==> src/rtl/fetch_unit.sv <==
// fetch_unit: Y86-64 style instruction fetch FSM with registered decoded fields.
// Optional macro FETCH_BOUND_CHECK_EN adds an IMEM_SIZE bound check that reports ADR.
module fetch_unit #(
   parameter logic [63:0] RESET_PC  = 64'h0,
   parameter int          IMEM_SIZE = 4096
) (
   input  logic        clk,
   input  logic        rst_n,
   input  logic        pc_we,
   input  logic [63:0] new_pc,
   output logic        imem_req,
   output logic [63:0] imem_addr,
   input  logic        imem_ready,
   input  logic [79:0] imem_rdata,
   input  logic        imem_err,
   output logic [63:0] pc,
   output logic [3:0]  icode,
   output logic [3:0]  ifun,
   output logic [3:0]  rA,
   output logic [3:0]  rB,
   output logic [63:0] valC,
   output logic [63:0] valP,
   output logic        f_valid,
   output logic [2:0]  stat
);
   typedef enum logic [2:0] {IDLE, REQ, DONE, WAIT_PC, HALT} state_t;
   localparam logic [2:0] AOK = 3'd1, HLT = 3'd2, ADR = 3'd3, INS = 3'd4;

   state_t      state;
   logic [3:0]  d_icode, d_len;
   logic        has_reg;
   logic [63:0] d_valc, d_valp;
   logic [2:0]  d_stat;

   assign d_icode   = imem_rdata[7:4];
   assign imem_addr = pc;

   always_comb begin
      d_len   = 4'd1;
      has_reg = 1'b0;
      d_valc  = 64'h0;
      case (d_icode)
         4'h2, 4'h6, 4'hA, 4'hB: begin d_len = 4'd2; has_reg = 1'b1; end
         4'h7, 4'h8: begin d_len = 4'd9; d_valc = imem_rdata[71:8]; end
         4'h3, 4'h4, 4'h5: begin d_len = 4'd10; has_reg = 1'b1; d_valc = imem_rdata[79:16]; end
         default: ;
      endcase
   end

   assign d_valp = pc + 64'(d_len);

`ifdef FETCH_BOUND_CHECK_EN
   // 65-bit sum so an instruction straddling 2^64 is still out of bounds
   logic [64:0] end_addr;
   assign end_addr = {1'b0, pc} + 65'(d_len);
   assign d_stat = imem_err ? ADR : (end_addr > 65'(IMEM_SIZE)) ? ADR :
                   (d_icode > 4'hB) ? INS : (d_icode == 4'h0) ? HLT : AOK;
`else
   logic unused_size;
   assign unused_size = ^IMEM_SIZE;
   assign d_stat = imem_err ? ADR : (d_icode > 4'hB) ? INS : (d_icode == 4'h0) ? HLT : AOK;
`endif

   always_ff @(posedge clk or negedge rst_n) begin
      if (!rst_n) begin
         state    <= IDLE;
         pc       <= RESET_PC;
         imem_req <= 1'b0;
         f_valid  <= 1'b0;
         stat     <= AOK;
         icode    <= 4'h0;
         ifun     <= 4'h0;
         rA       <= 4'hF;
         rB       <= 4'hF;
         valC     <= 64'h0;
         valP     <= 64'h0;
      end else begin
         case (state)
            IDLE: begin
               state    <= REQ;
               imem_req <= 1'b1;
            end
            REQ: if (imem_ready) begin
               icode    <= d_icode;
               ifun     <= imem_rdata[3:0];
               rA       <= has_reg ? imem_rdata[15:12] : 4'hF;
               rB       <= has_reg ? imem_rdata[11:8] : 4'hF;
               valC     <= d_valc;
               valP     <= d_valp;
               stat     <= d_stat;
               imem_req <= 1'b0;
               f_valid  <= 1'b1;
               state    <= DONE;
            end
            DONE: begin
               f_valid <= 1'b0;
               state   <= (stat == AOK) ? WAIT_PC : HALT;
            end
            WAIT_PC: if (pc_we) begin
               pc       <= new_pc;
               imem_req <= 1'b1;
               state    <= REQ;
            end
            HALT: state <= HALT;
            default: state <= IDLE;
         endcase
      end
   end
endmodule

==> config.mk <==
export PLATFORM = sky130hd
export DESIGN_NAME = fetch_unit
export DESIGN_NICKNAME = d
export VERILOG_FILES = /design/src/rtl/fetch_unit.sv
export SDC_FILE = /design/constraint.sdc
export NUM_CORES = 1
export LEC_CHECK = 0
export CORE_MARGIN = 2
export CORE_UTILIZATION = 40
export DETAILED_ROUTE_END_ITERATION = 6
export PLACE_DENSITY_LB_ADDON = 0.15
export RECOVER_POWER = 100
export SYNTH_ARGS = -nofsm -noshare
export SYNTH_HDL_FRONTEND = slang
export SYNTH_SLANG_ARGS = --single-unit
==> constraint.sdc <==
create_clock -name clk -period 2.16 [get_ports clk]
set_input_delay 0.216 -clock clk [delete_from_list [all_inputs] [get_ports clk]]
set_output_delay 0.216 -clock clk [all_outputs]
set_load 0.1 [all_outputs]
### Word level (Yosys, flattened, before mapping)

Index checks and enable logic that the tools add are counted.

* input bits: 149
* register bits after elaboration: 216
* output and inout port bits: 277

* equal/unequal tests: 16
* reductions and logical operators: 13
* add/subtract/negate cells: 1
* muxes and demuxes: 17
* $lt $le $gt $ge: 1

Operators by type and width (count)
* one-hot mux 64 bit (2 select lines): 1
* adder 64 x 4 -> 64 bit: 1
* equality test 4 x 3 -> 1 bit, second input constant: 4
* 2-to-1 mux 3 bit: 5
* one-hot mux 3 bit (5 select lines): 1
* equality test 4 bit, second input constant: 3
* one-hot mux 4 bit (3 select lines): 1
* equality test 4 x 2 -> 1 bit, second input constant: 2
* 2-to-1 mux 4 bit: 2
* AND reduction 2 bit: 4
* OR reduction 7 bit: 1
* equality test 3 x 1 -> 1 bit, second input constant: 2
* equality test 3 x 2 -> 1 bit, second input constant: 2
* > comparator 4 bit, second input constant: 1
* logical NOT 4 bit: 1
* 2-to-1 mux 1 bit: 4
* inequality test 2 bit, second input constant: 2
* OR reduction 4 bit: 1
* equality test 3 bit, second input constant: 1
* logical NOT 3 bit: 1
* one-hot mux 1 bit (3 select lines): 1
* AND reduction 3 bit: 1
* nonzero test 3 bit: 1
* OR reduction 3 bit: 1
* 4 further kinds: 4

### Logic depth before layout (Yosys ltp)

Gate-level depths: netlist (run 1).

* word-level depth: 4
* gate-level depth with buffers: 13
* mapped depth without buffers: 10

### Least setup slack after synthesis (run 1)

Ideal clock, no wire load.

* kind: input-to-reg
* from: input port imem_rdata[6]
* to: register valP[60]
* required time: 2.078 ns
* path slack: -0.816 ns
* cell stages on the path: 11
* arrival time: 2.894 ns
* library setup time: 0.082 ns
* path through: mux2_2 nor2_1 clkbuf_1 clkbuf_1 or2_2 ha_1 a31o_2 clkbuf_1 nand4b_1 or4_1 a31oi_1

* word-level cells in the longest chain between the ends: 4
* elaborated cells on any way between the ends: 14

Ends and longest elaborated chain
* start: declaration: line 14 `input logic [79:0] imem_rdata,`
* equality test 4 x 2 -> 1 bit (tied with other cells): line 42 `case (d_icode)`
* OR reduction 4 bit (tied with other cells)
* one-hot mux 4 bit (3 select lines) *: line 42
* adder 64 x 4 -> 64 bit *: line 50 `assign d_valp = pc + 64'(d_len);`
* end signal: assignment: line 89 `valP <= d_valp;`
* end: declaration: line 22 `output logic [63:0] valP,`

Every way passes the cells marked *; elsewhere a longest branch is shown, timed or not.
A chain may end at the register's enable or synchronous reset.

### Final worst setup path (run 1)

* from: register pc[20], in the netlist imem_addr[20]
* to: register valP[36]

* word-level cells in the longest chain between the ends: 1

Ends and longest elaborated chain
* start: declaration: line 16 `output logic [63:0] pc,`
* start signal: assignment: line 100 `pc <= new_pc;`
* adder 64 x 4 -> 64 bit: line 50

Every way passes these cells.

==> metrics, run 1 <==
Syn Std Cell Area 10600 sq um; worst endpoint required time 2.54 ns; number of synthesis warnings 0; clock insertion delay at the later pin of the skew report 0.52 ns; DPL Wire Length 26.5 mm; number of enable flip-flop cells after synthesis 0; largest buffer count on any clock path 3; end point of the most critical hold path icode[2]$_DFFE_PN0P_; number of cells traversed by the worst register-to-register path 6; core box area 26000 sq um; placed cell count 1767; CTS sink count 216; residual antenna-violating net count after detailed routing 0; Slew HR 20.9%; final setup violating endpoints 0; Area Overhead vs Synth 47.2%; worst hold path depth 4; top_reg_cell synth sky130_fd_sc_hd__dfrtp_1; total clock buffers created by CTS 24; final layout net count 1626; CP Launch Type flip-flop; arithmetic-cell share of the synthesized area counting full adders, half adders and majority gates 0.545%; Yosys top cell by area sky130_fd_sc_hd__dfrtp_1; pre-CTS worst setup slack -0.850 ns; CTS H-tree lvls 1; Setup CP Type flip-flop to flip-flop; top cells by instance count after synthesis 207 x sky130_fd_sc_hd__dfrtp_1, 157 x sky130_fd_sc_hd__nor2_1, 101 x sky130_fd_sc_hd__nand2_1; post-detailed-routing wire length 35.5 mm; multiplexer share of the synthesized area 7.14%; count of state elements after synthesis 216; Final WS setup 0.00296 ns; Iter 0 DRT Violations 547; transition time at the pin with the least slew margin 1.19 ns; pin count of the biggest net entering global routing 65; overall via count from detail_route 9738; final hold violation count 0; total track usage 24.6%; net count of the mapped netlist 1195; largest fanout on the critical path 4; ratio of cells with drive above 1 in the final layout 40.4%; HP Class input pin to flip-flop; synthesized-area fraction occupied by and/or/nand/nor cells 18.7%; Fmax 464 MHz; setup repair after global routing missed its margin yes; instance count of the mapped netlist 1042; Initial Utilization 40.6%; Final Instance Count excl. Fillers 1827; leading cell type by number of instances after synthesis sky130_fd_sc_hd__dfrtp_1; number of global-route vias before repair 9648; maximum capacitance violations 0; xor and xnor fraction of the mapped netlist area 3.40%; top-level I/O count 426; antenna violations before repair 1; synthesized-area fraction occupied by ao, oa, aoi and oai cells 11.7%; number of distinct library cells after synthesis 55; first-pass GRT wire length 54.6 mm; Min-Delay Startpoint imem_rdata[6]; ys async rst share 100%; share of the yosys chip area belonging to registers 51.3%; DIE HEIGHT 166 um; Placer Congestion 0.868; setup clock skew after layout 0.0168 ns; r2r startpoint imem_addr[20]$_DFFE_PN0P_; total DRC errors in the routed layout 0; buffer type at the clock tree root sky130_fd_sc_hd__clkbuf_16; 1st-pass router iterations 5; clock slew at reported path FFs 0.06 ns; max-slew violation total from the final report 0; leading cell types by total area after synthesis sky130_fd_sc_hd__dfrtp_1 49%, sky130_fd_sc_hd__mux2_2 7.0%, sky130_fd_sc_hd__nor2_1 5.6%; Std-Cell Rows 59; Critical Path, Cell by Cell nand3_4, or4_1, buf_4, nor4_1, xnor2_1, o21ai_0; fraction of synthesized cell area taken by the top area cell type 49.1%; Post-Synthesis Mean Instance Area 10.1 sq um; kind of end point of the critical path flip-flop; die area 27700 sq um; result of the run finished, final reports clean; Worst R2R End valP[36]$_DFFE_PN0P_; part of the cycle the worst path needs 99.9%; total congestion overflow after global routing 0; setup slack on the worst flop-to-flop path 0.003 ns; clock tree from TritonCTS built; number of I/O port buffers 425; main combinational cell family by area after synthesis simple AND/OR/NAND/NOR gates; post-DR vias/cell 5.33; minimum period implied by the final worst setup slack 2.16 ns; worst stage delay on the critical path 0.68 ns; average detailed-routed wire length per instance 19.4 um; data arrival time of the critical path 2.54 ns; horizontal die dimension 166 um; cell at the slowest stage of the critical path sky130_fd_sc_hd__or4_1
## critical path, delay by kind of cell (launching register included)
kind            cells  cell delay [ns]
xor+xnor            1             0.17
simple gates        3             1.13
flops               1             0.42
buf+inv             1             0.21
compound gates      1             0.10
## area by class of cell
cell class	instances	area (sq um)
Antenna cell	1	2.50
Inverter	6	22.5
Timing Repair Buffer	536	4010
Multi-Input combinational cell	689	4670
Clock buffer	33	716
Clock inverter	11	138
Tap cell	335	419
Fill cell	2340	10500
Sequential cell	216	5550
## state kept, by name, summed over array words and instances, names as in the netlist
register   cells
imem_addr     64
valC          64
icode          4
rA             4
valP          64
imem_req       1
ifun           4
state          3
rB             4
f_valid        1
stat           3
## how the worst max path moves through the flow
stage | depth (start not counted) | endpoint | startpoint | slack (ns)
global placement | 12 | valP[42]$_DFFE_PN0P_ | imem_rdata[5] | -0.78
global route | 5 | valP[51]$_DFFE_PN0P_ | imem_addr[16]$_DFFE_PN0P_ | -0.1
finish | 6 | valP[36]$_DFFE_PN0P_ | imem_addr[20]$_DFFE_PN0P_ | 0.003
CTS | 13 | valP[60]$_DFFE_PN0P_ | imem_rdata[5] | 0.004
detailed placement | 11 | valP[46]$_DFFE_PN0P_ | imem_rdata[6] | -0.85
floorplan | 11 | valP[60]$_DFFE_PN0P_ | imem_rdata[6] | -0.29
## metal layers
layer	track usage [%]	wire length, um
met4	7.12	1040
met2	43.2	18000
met3	5.49	2620
met1	30.3	13800
met5	0	0
## cell usage in the layout, fill, tap and decap left out, drive strengths merged, types with 4 or more instances in the layout
cell           instances
a21oi                  4
a221oi                65
a31oi                 22
and3                   8
and4                   6
buf                  181
clkbuf               241
clkdlybuf4s50        143
clkinv                 7
dfrtp                207
dfstp                  9
inv                    7
mux2                  66
nand2                101
nand2b                 5
nand3                 24
nand4                 28
nor2                 157
nor2b                  5
nor3                   9
nor4                  18
nor4b                  4
o21ai                 60
o22a                   9
o31ai                  5
or3                   14
or4                    9
xnor2                 29
xor2                  12
## timing repair
action                                  in CTS  in global routing
pin swaps                                    9                 15
endpoints found under the setup margin      57                 38
hold buffers                                 1                  2
gates cloned                                 2                  0
resized for setup                           17                 19
hold endpoints to repair                   146                  2
setup buffers                                3                  9
## per-stage QoR
stage	setup TNS (ns)	hold slack [ns]	instance area [sq um]	util, %
after global routing	-1.86	0.116	15500	59.8
after global placement	-43.16	0.143	15000	57.8
final	0	0.108	15500	59.8
after detailed placement	-48.20	0.143	15000	57.8
after floorplan	-7.01	-0.0796	10900	-
after CTS	0	0.0825	16000	61.5
## cell families after synthesis
family,Yosys count
xor+xnor,41
fa+ha+maj,4
flops,216
compound gates,176
simple gates,401
buf+inv,137
mux,67
Power of run 1 is not shown: default switching activity piles up to over one toggle a cycle in this logic, so the estimate is an artifact.
==> run 2: changes to the inputs <==
--- a/config.mk
+++ b/config.mk
@@ -5,9 +5,9 @@
 export SDC_FILE = /design/constraint.sdc
 export NUM_CORES = 1
 export LEC_CHECK = 0
-export CORE_MARGIN = 2
-export CORE_UTILIZATION = 40
+export CORE_AREA = 2 2 168 170
 export DETAILED_ROUTE_END_ITERATION = 6
+export DIE_AREA = 0 0 170 172
 export PLACE_DENSITY_LB_ADDON = 0.15
 export RECOVER_POWER = 100
 export SYNTH_ARGS = -nofsm -noshare
==> constraint.sdc (replaced) <==
create_clock -name clk -period 2 [get_ports clk]
set_input_delay 0.2 -clock clk [delete_from_list [all_inputs] [get_ports clk]]
set_output_delay 0.2 -clock clk [all_outputs]
set_load 0.1 [all_outputs]
==> metrics, run 2 (synthesis gave the netlist of run 1 again) <==
number of I/O port buffers 425; largest fanout on the critical path 3; pin count of the biggest net entering global routing 73; final hold violation count 0; 1st-pass router iterations 5; HP Class input pin to flip-flop; maximum capacitance violations 0; final layout net count 1680; top-level I/O count 426; Iter 0 DRT Violations 523; final-layout fill cell count 2504; minimum period implied by the final worst setup slack 2.18 ns; kind of end point of the critical path flip-flop; antenna violations before repair 2; failing checks setup timing; setup repair after global routing missed its margin yes; overall via count from detail_route 10.0k; total track usage 24.4%; CTS sink count 216; horizontal die dimension 170 um; final design area excluding fillers 16100 sq um; highest-count cells in the layout ignoring fill and taps 284 x sky130_fd_sc_hd__clkbuf_2, 153 x sky130_fd_sc_hd__nor2_1, 152 x sky130_fd_sc_hd__dfrtp_1; highest signal layer in the routed design met4; data arrival time of the critical path 2.57 ns; max-slew violation total from the final report 0; Initial Utilization 38.4%; average detailed-routed wire length per instance 19.8 um; final setup violating endpoints 45; Fmax 459 MHz; placed inst area 15300 sq um; die area 29200 sq um; Area Overhead vs Synth 52.4%; clock slew at reported path FFs 0.06 ns; Placer Congestion 0.843; Slew HR 38.7%; post-DR vias/cell 5.29; DIE HEIGHT 172 um; total clock buffers created by CTS 25; first-pass GRT wire length 55.9 mm; buffer type at the clock tree root sky130_fd_sc_hd__clkbuf_16; post-detailed-routing wire length 37.5 mm; clock tree from TritonCTS built; total met3 wirelength after detailed routing 2.87 mm; Setup CP Type flip-flop to flip-flop; Std-Cell Rows 61; core box area 27500 sq um; result of the run complete, but fails checks; setup clock skew after layout 0.0108 ns; number of global-route vias before repair 9787; met2 WL 18.9 mm; worst endpoint required time 2.39 ns; WL met1 14.5 mm; clock insertion delay at the later pin of the skew report 0.51 ns; CP Launch Type flip-flop; Final WS setup -0.181 ns; transition time at the pin with the least slew margin 0.919 ns; residual antenna-violating net count after detailed routing 0; smallest hold slack 0.00727 ns; part of the cycle the worst path needs 109%; DPL Wire Length 27.6 mm; total congestion overflow after global routing 0; largest buffer count on any clock path 3; total DRC errors in the routed layout 0; CTS H-tree lvls 1; ratio of cells with drive above 1 in the final layout 43.9%; commonest non-fill, non-tap cell in the layout sky130_fd_sc_hd__clkbuf_2
[run 2: changes by cell type in the layout (fill, tap and decap cells not counted), sizes merged]
cell	change
inv	-1
nand3	+1
buf	-28
dlygate4sd3	-2
clkinv	-5
clkbuf	+89
[run 2: through the flow]
step | TNS [ns] | setup slack, ns | cells | utilization, %
2_1_floorplan | -14.69 | -0.431 | 1042 | -
3_3_place_gp | -57.39 | -0.967 | 1811 | 55.7
3_5_place_dp | -63.54 | -1.02 | 1811 | 55.7
4_1_cts | -3.53 | -0.167 | 1878 | 60.2
5_1_grt | -18.71 | -0.255 | 1892 | 58.5
6_report | -3.41 | -0.181 | 1892 | 58.5
[run 2: metal layers]
metal	vias up	GRT usage, %
met5	-	0
met4	0	8.14
met3	69	5.54
met2	395	43.3
met1	4903	29.5
li1	4646	-
[run 2: final timing paths]
kind / start / end / slack, ns / cells past startpoint
worst min-delay path: imem_rdata[6] / icode[2]$_DFFE_PN0P_ / 0.007 / 3
min in group asynchronous: rst_n / icode[0]$_DFFE_PN0P_ / 0.39 / 2
worst max register to register: imem_addr[7]$_DFFE_PN0P_ / valP[50]$_DFFE_PN0P_ / -0.18 / 8
worst min register to register: ifun[3]$_DFFE_PN0P_ / ifun[3]$_DFFE_PN0P_ / 0.48 / 2
worst max-delay path: imem_addr[7]$_DFFE_PN0P_ / valP[50]$_DFFE_PN0P_ / -0.18 / 8
max in group asynchronous: rst_n / imem_addr[26]$_DFFE_PN0P_ / 0.31 / 3
[run 2: timing repair]
item                       CTS  global route
resized for setup           54            77
setup endpoints to repair   59            58
setup buffers               19            14
pin swaps                   35            68
hold buffers                 1             0
hold endpoints to repair    52             0
gates cloned                 2             1
[run 2: layout make-up]
class / count / area, sq um / share of cell area [%]
Inverter: 6 / 22.5 / 0.140
Clock buffer: 40 / 742 / 4.61
Clock inverter: 5 / 100 / 0.623
Sequential cell: 216 / 5550 / 34.5
Multi-Input combinational cell: 690 / 4940 / 30.7
Antenna cell: 1 / 2.50 / 0.0156
Tap cell: 346 / 433 / 2.69
Timing Repair Buffer: 588 / 4290 / 26.7
[run 2: worst max-delay path, stage by stage (launching register included)]
cell                      delay [ns]
sky130_fd_sc_hd__dfrtp_4        0.43
sky130_fd_sc_hd__nand4_4        0.12
sky130_fd_sc_hd__buf_6          0.14
sky130_fd_sc_hd__or4_4          0.57
sky130_fd_sc_hd__buf_12         0.16
sky130_fd_sc_hd__buf_4          0.16
sky130_fd_sc_hd__nor4_4         0.28
sky130_fd_sc_hd__xnor2_1        0.14
sky130_fd_sc_hd__o21ai_1        0.07
Power of run 2 is left out for the same reason.
==> run 3: changes to the inputs <==
==> config.mk (replaced) <==
export PLATFORM = sky130hd
export DESIGN_NAME = fetch_unit
export DESIGN_NICKNAME = d
export VERILOG_FILES = /design/src/rtl/fetch_unit.sv
export SDC_FILE = /design/constraint.sdc
export NUM_CORES = 1
export LEC_CHECK = 0
export CELL_PAD_IN_SITES_DETAIL_PLACEMENT = 0
export CELL_PAD_IN_SITES_GLOBAL_PLACEMENT = 1
export CORE_MARGIN = 2
export CORE_UTILIZATION = 32
export DETAILED_ROUTE_END_ITERATION = 6
export PLACE_DENSITY_LB_ADDON = 0.15
export SYNTH_ARGS = -nofsm -noshare
export SYNTH_HDL_FRONTEND = slang
export SYNTH_SLANG_ARGS = --single-unit
==> metrics, run 3 (synthesis gave the netlist of run 1 again) <==
ratio of cells with drive above 1 in the final layout 42.8%; transition time at the pin with the least slew margin 0.723 ns; average detailed-routed wire length per instance 19.8 um; setup clock skew after layout 0.0170 ns; max-slew violation total from the final report 0; maximum capacitance violations 0; DIE HEIGHT 186 um; Placer Congestion 0.796; largest fanout on the critical path 4; part of the cycle the worst path needs 106%; horizontal die dimension 186 um; worst endpoint required time 2.40 ns; highest-count cells in the layout ignoring fill and taps 381 x sky130_fd_sc_hd__buf_4, 152 x sky130_fd_sc_hd__nor2_1, 152 x sky130_fd_sc_hd__dfrtp_1; post-detailed-routing wire length 39.0 mm; Fmax 471 MHz; total track usage 21.8%; final layout net count 1658; overall via count from detail_route 9731; clock tree from TritonCTS built; core box area 32500 sq um; setup repair after global routing missed its margin yes; most heavily used metal layer in global routing met2; result of the run complete, but fails checks; Iter 0 DRT Violations 605; met1 usage in global routing 27.1%; minimum period implied by the final worst setup slack 2.12 ns; Area Overhead vs Synth 58.6%; CTS H-tree lvls 1; HP Class input pin to flip-flop; 1st-pass router iterations 5; placed inst area 15400 sq um; commonest non-fill, non-tap cell in the layout sky130_fd_sc_hd__buf_4; antenna violations before repair 1; final setup violating endpoints 31; total DRC errors in the routed layout 0; kind of end point of the critical path flip-flop; post-DR vias/cell 4.94; top-level I/O count 426; final hold violation count 0; Slew HR 51.8%; Setup CP Type flip-flop to flip-flop; final design area excluding fillers 16700 sq um; failing checks setup timing; first-pass GRT wire length 58.0 mm; buffer type at the clock tree root sky130_fd_sc_hd__clkbuf_16; DPL Wire Length 29.1 mm; largest buffer count on any clock path 3; residual antenna-violating net count after detailed routing 0; die area 34400 sq um; Initial Utilization 32.4%; clock slew at reported path FFs 0.06 ns; Final WS setup -0.125 ns; total congestion overflow after global routing 0; total clock buffers created by CTS 26; GRT met3 Usage 5.75%; data arrival time of the critical path 2.53 ns; CP Launch Type flip-flop; CTS sink count 216; met2 demand-to-capacity share in global routing 37.7%; number of global-route vias before repair 9632; clock insertion delay at the later pin of the skew report 0.53 ns; pin count of the biggest net entering global routing 76; Std-Cell Rows 66; number of I/O port buffers 425
==> run 3: cell types whose count changed in the layout (fill, tap and decap cells not counted), moves of 4 or more <==
cell                       previous run  this run
sky130_fd_sc_hd__buf_12               8        18
sky130_fd_sc_hd__buf_4              112       381
sky130_fd_sc_hd__buf_6               32        14
sky130_fd_sc_hd__clkbuf_2           284         1
sky130_fd_sc_hd__clkbuf_4             5         1
sky130_fd_sc_hd__o21ai_0             25        34
sky130_fd_sc_hd__o21ai_1             33        24
==> run 3: timing repair <==
action / 4_1_cts / 5_1_grt
setup buffers: 7 / 10
pin swaps: 28 / 30
hold buffers: 1 / 1
gates cloned: 0 / 2
endpoints found under the hold margin: 118 / 1
endpoints found under the setup margin: 60 / 56
resized for setup: 45 / 39
==> run 3: per-layer routing <==
metal / share of wire [%] / vias to the layer above / wire (um)
met2: 49 / 348 / 19300
met3: 8.8 / 53 / 3440
met1: 39 / 4735 / 15400
met5: 0 / - / 0
met4: 2.2 / 0 / 866
li1: - / 4595 / -
==> run 3: area by class of cell <==
| cell class | count | area [sq um] |
|---|---|---|
| multi-input cells | 690 | 4840 |
| well taps | 442 | 553 |
| repair buffers | 565 | 4900 |
| flip-flops and latches | 216 | 5550 |
| diodes | 1 | 2.50 |
| clock buffers | 43 | 816 |
| clock inverters | 5 | 50.0 |
| inverters | 6 | 22.5 |
| fillers | 3114 | 15800 |
==> run 3: critical path, stage by stage, from the launching register on <==
cell                      delay, ns
sky130_fd_sc_hd__dfrtp_4       0.50
sky130_fd_sc_hd__ha_4          0.18
sky130_fd_sc_hd__fa_2          0.38
sky130_fd_sc_hd__a31oi_4       0.26
sky130_fd_sc_hd__or3_4         0.24
sky130_fd_sc_hd__buf_12        0.13
sky130_fd_sc_hd__nor4_4        0.03
sky130_fd_sc_hd__xnor2_1       0.17
sky130_fd_sc_hd__o21ai_1       0.09
==> run 3: through the flow <==
step | hold slack, ns | util, % | std cells | setup TNS, ns | setup WS (ns)
6_report | 0.0679 | 51.5 | 1968 | -1.68 | -0.125
5_1_grt | 0.0698 | 51.4 | 1967 | -5.67 | -0.202
4_1_cts | 0.0516 | 50.7 | 1955 | -2.04 | -0.110
3_5_place_dp | 0.145 | 47.4 | 1900 | -64.42 | -0.981
3_3_place_gp | 0.143 | 47.4 | 1900 | -58.50 | -0.949
2_1_floorplan | -0.0956 | - | 1042 | -14.69 | -0.431
==> run 3: path summary, 6_finish.rpt <==
| kind | from | endpoint | slack, ns | cells past startpoint |
|---|---|---|---|---|
| max in group asynchronous | rst_n | stat[0]$_DFFE_PN1P_ | 1.10 | 3 |
| min in group asynchronous | rst_n | ifun[0]$_DFFE_PN0P_ | 0.18 | 2 |
| worst max-delay path | imem_addr[0]$_DFFE_PN0P_ | valP[42]$_DFFE_PN0P_ | -0.12 | 8 |
| worst min register to register | ifun[0]$_DFFE_PN0P_ | ifun[0]$_DFFE_PN0P_ | 0.48 | 2 |
| worst min-delay path | imem_rdata[5] | icode[1]$_DFFE_PN0P_ | 0.07 | 3 |
| worst max register to register | imem_addr[0]$_DFFE_PN0P_ | valP[42]$_DFFE_PN0P_ | -0.12 | 8 |
Power of run 3 is left out for the same reason.
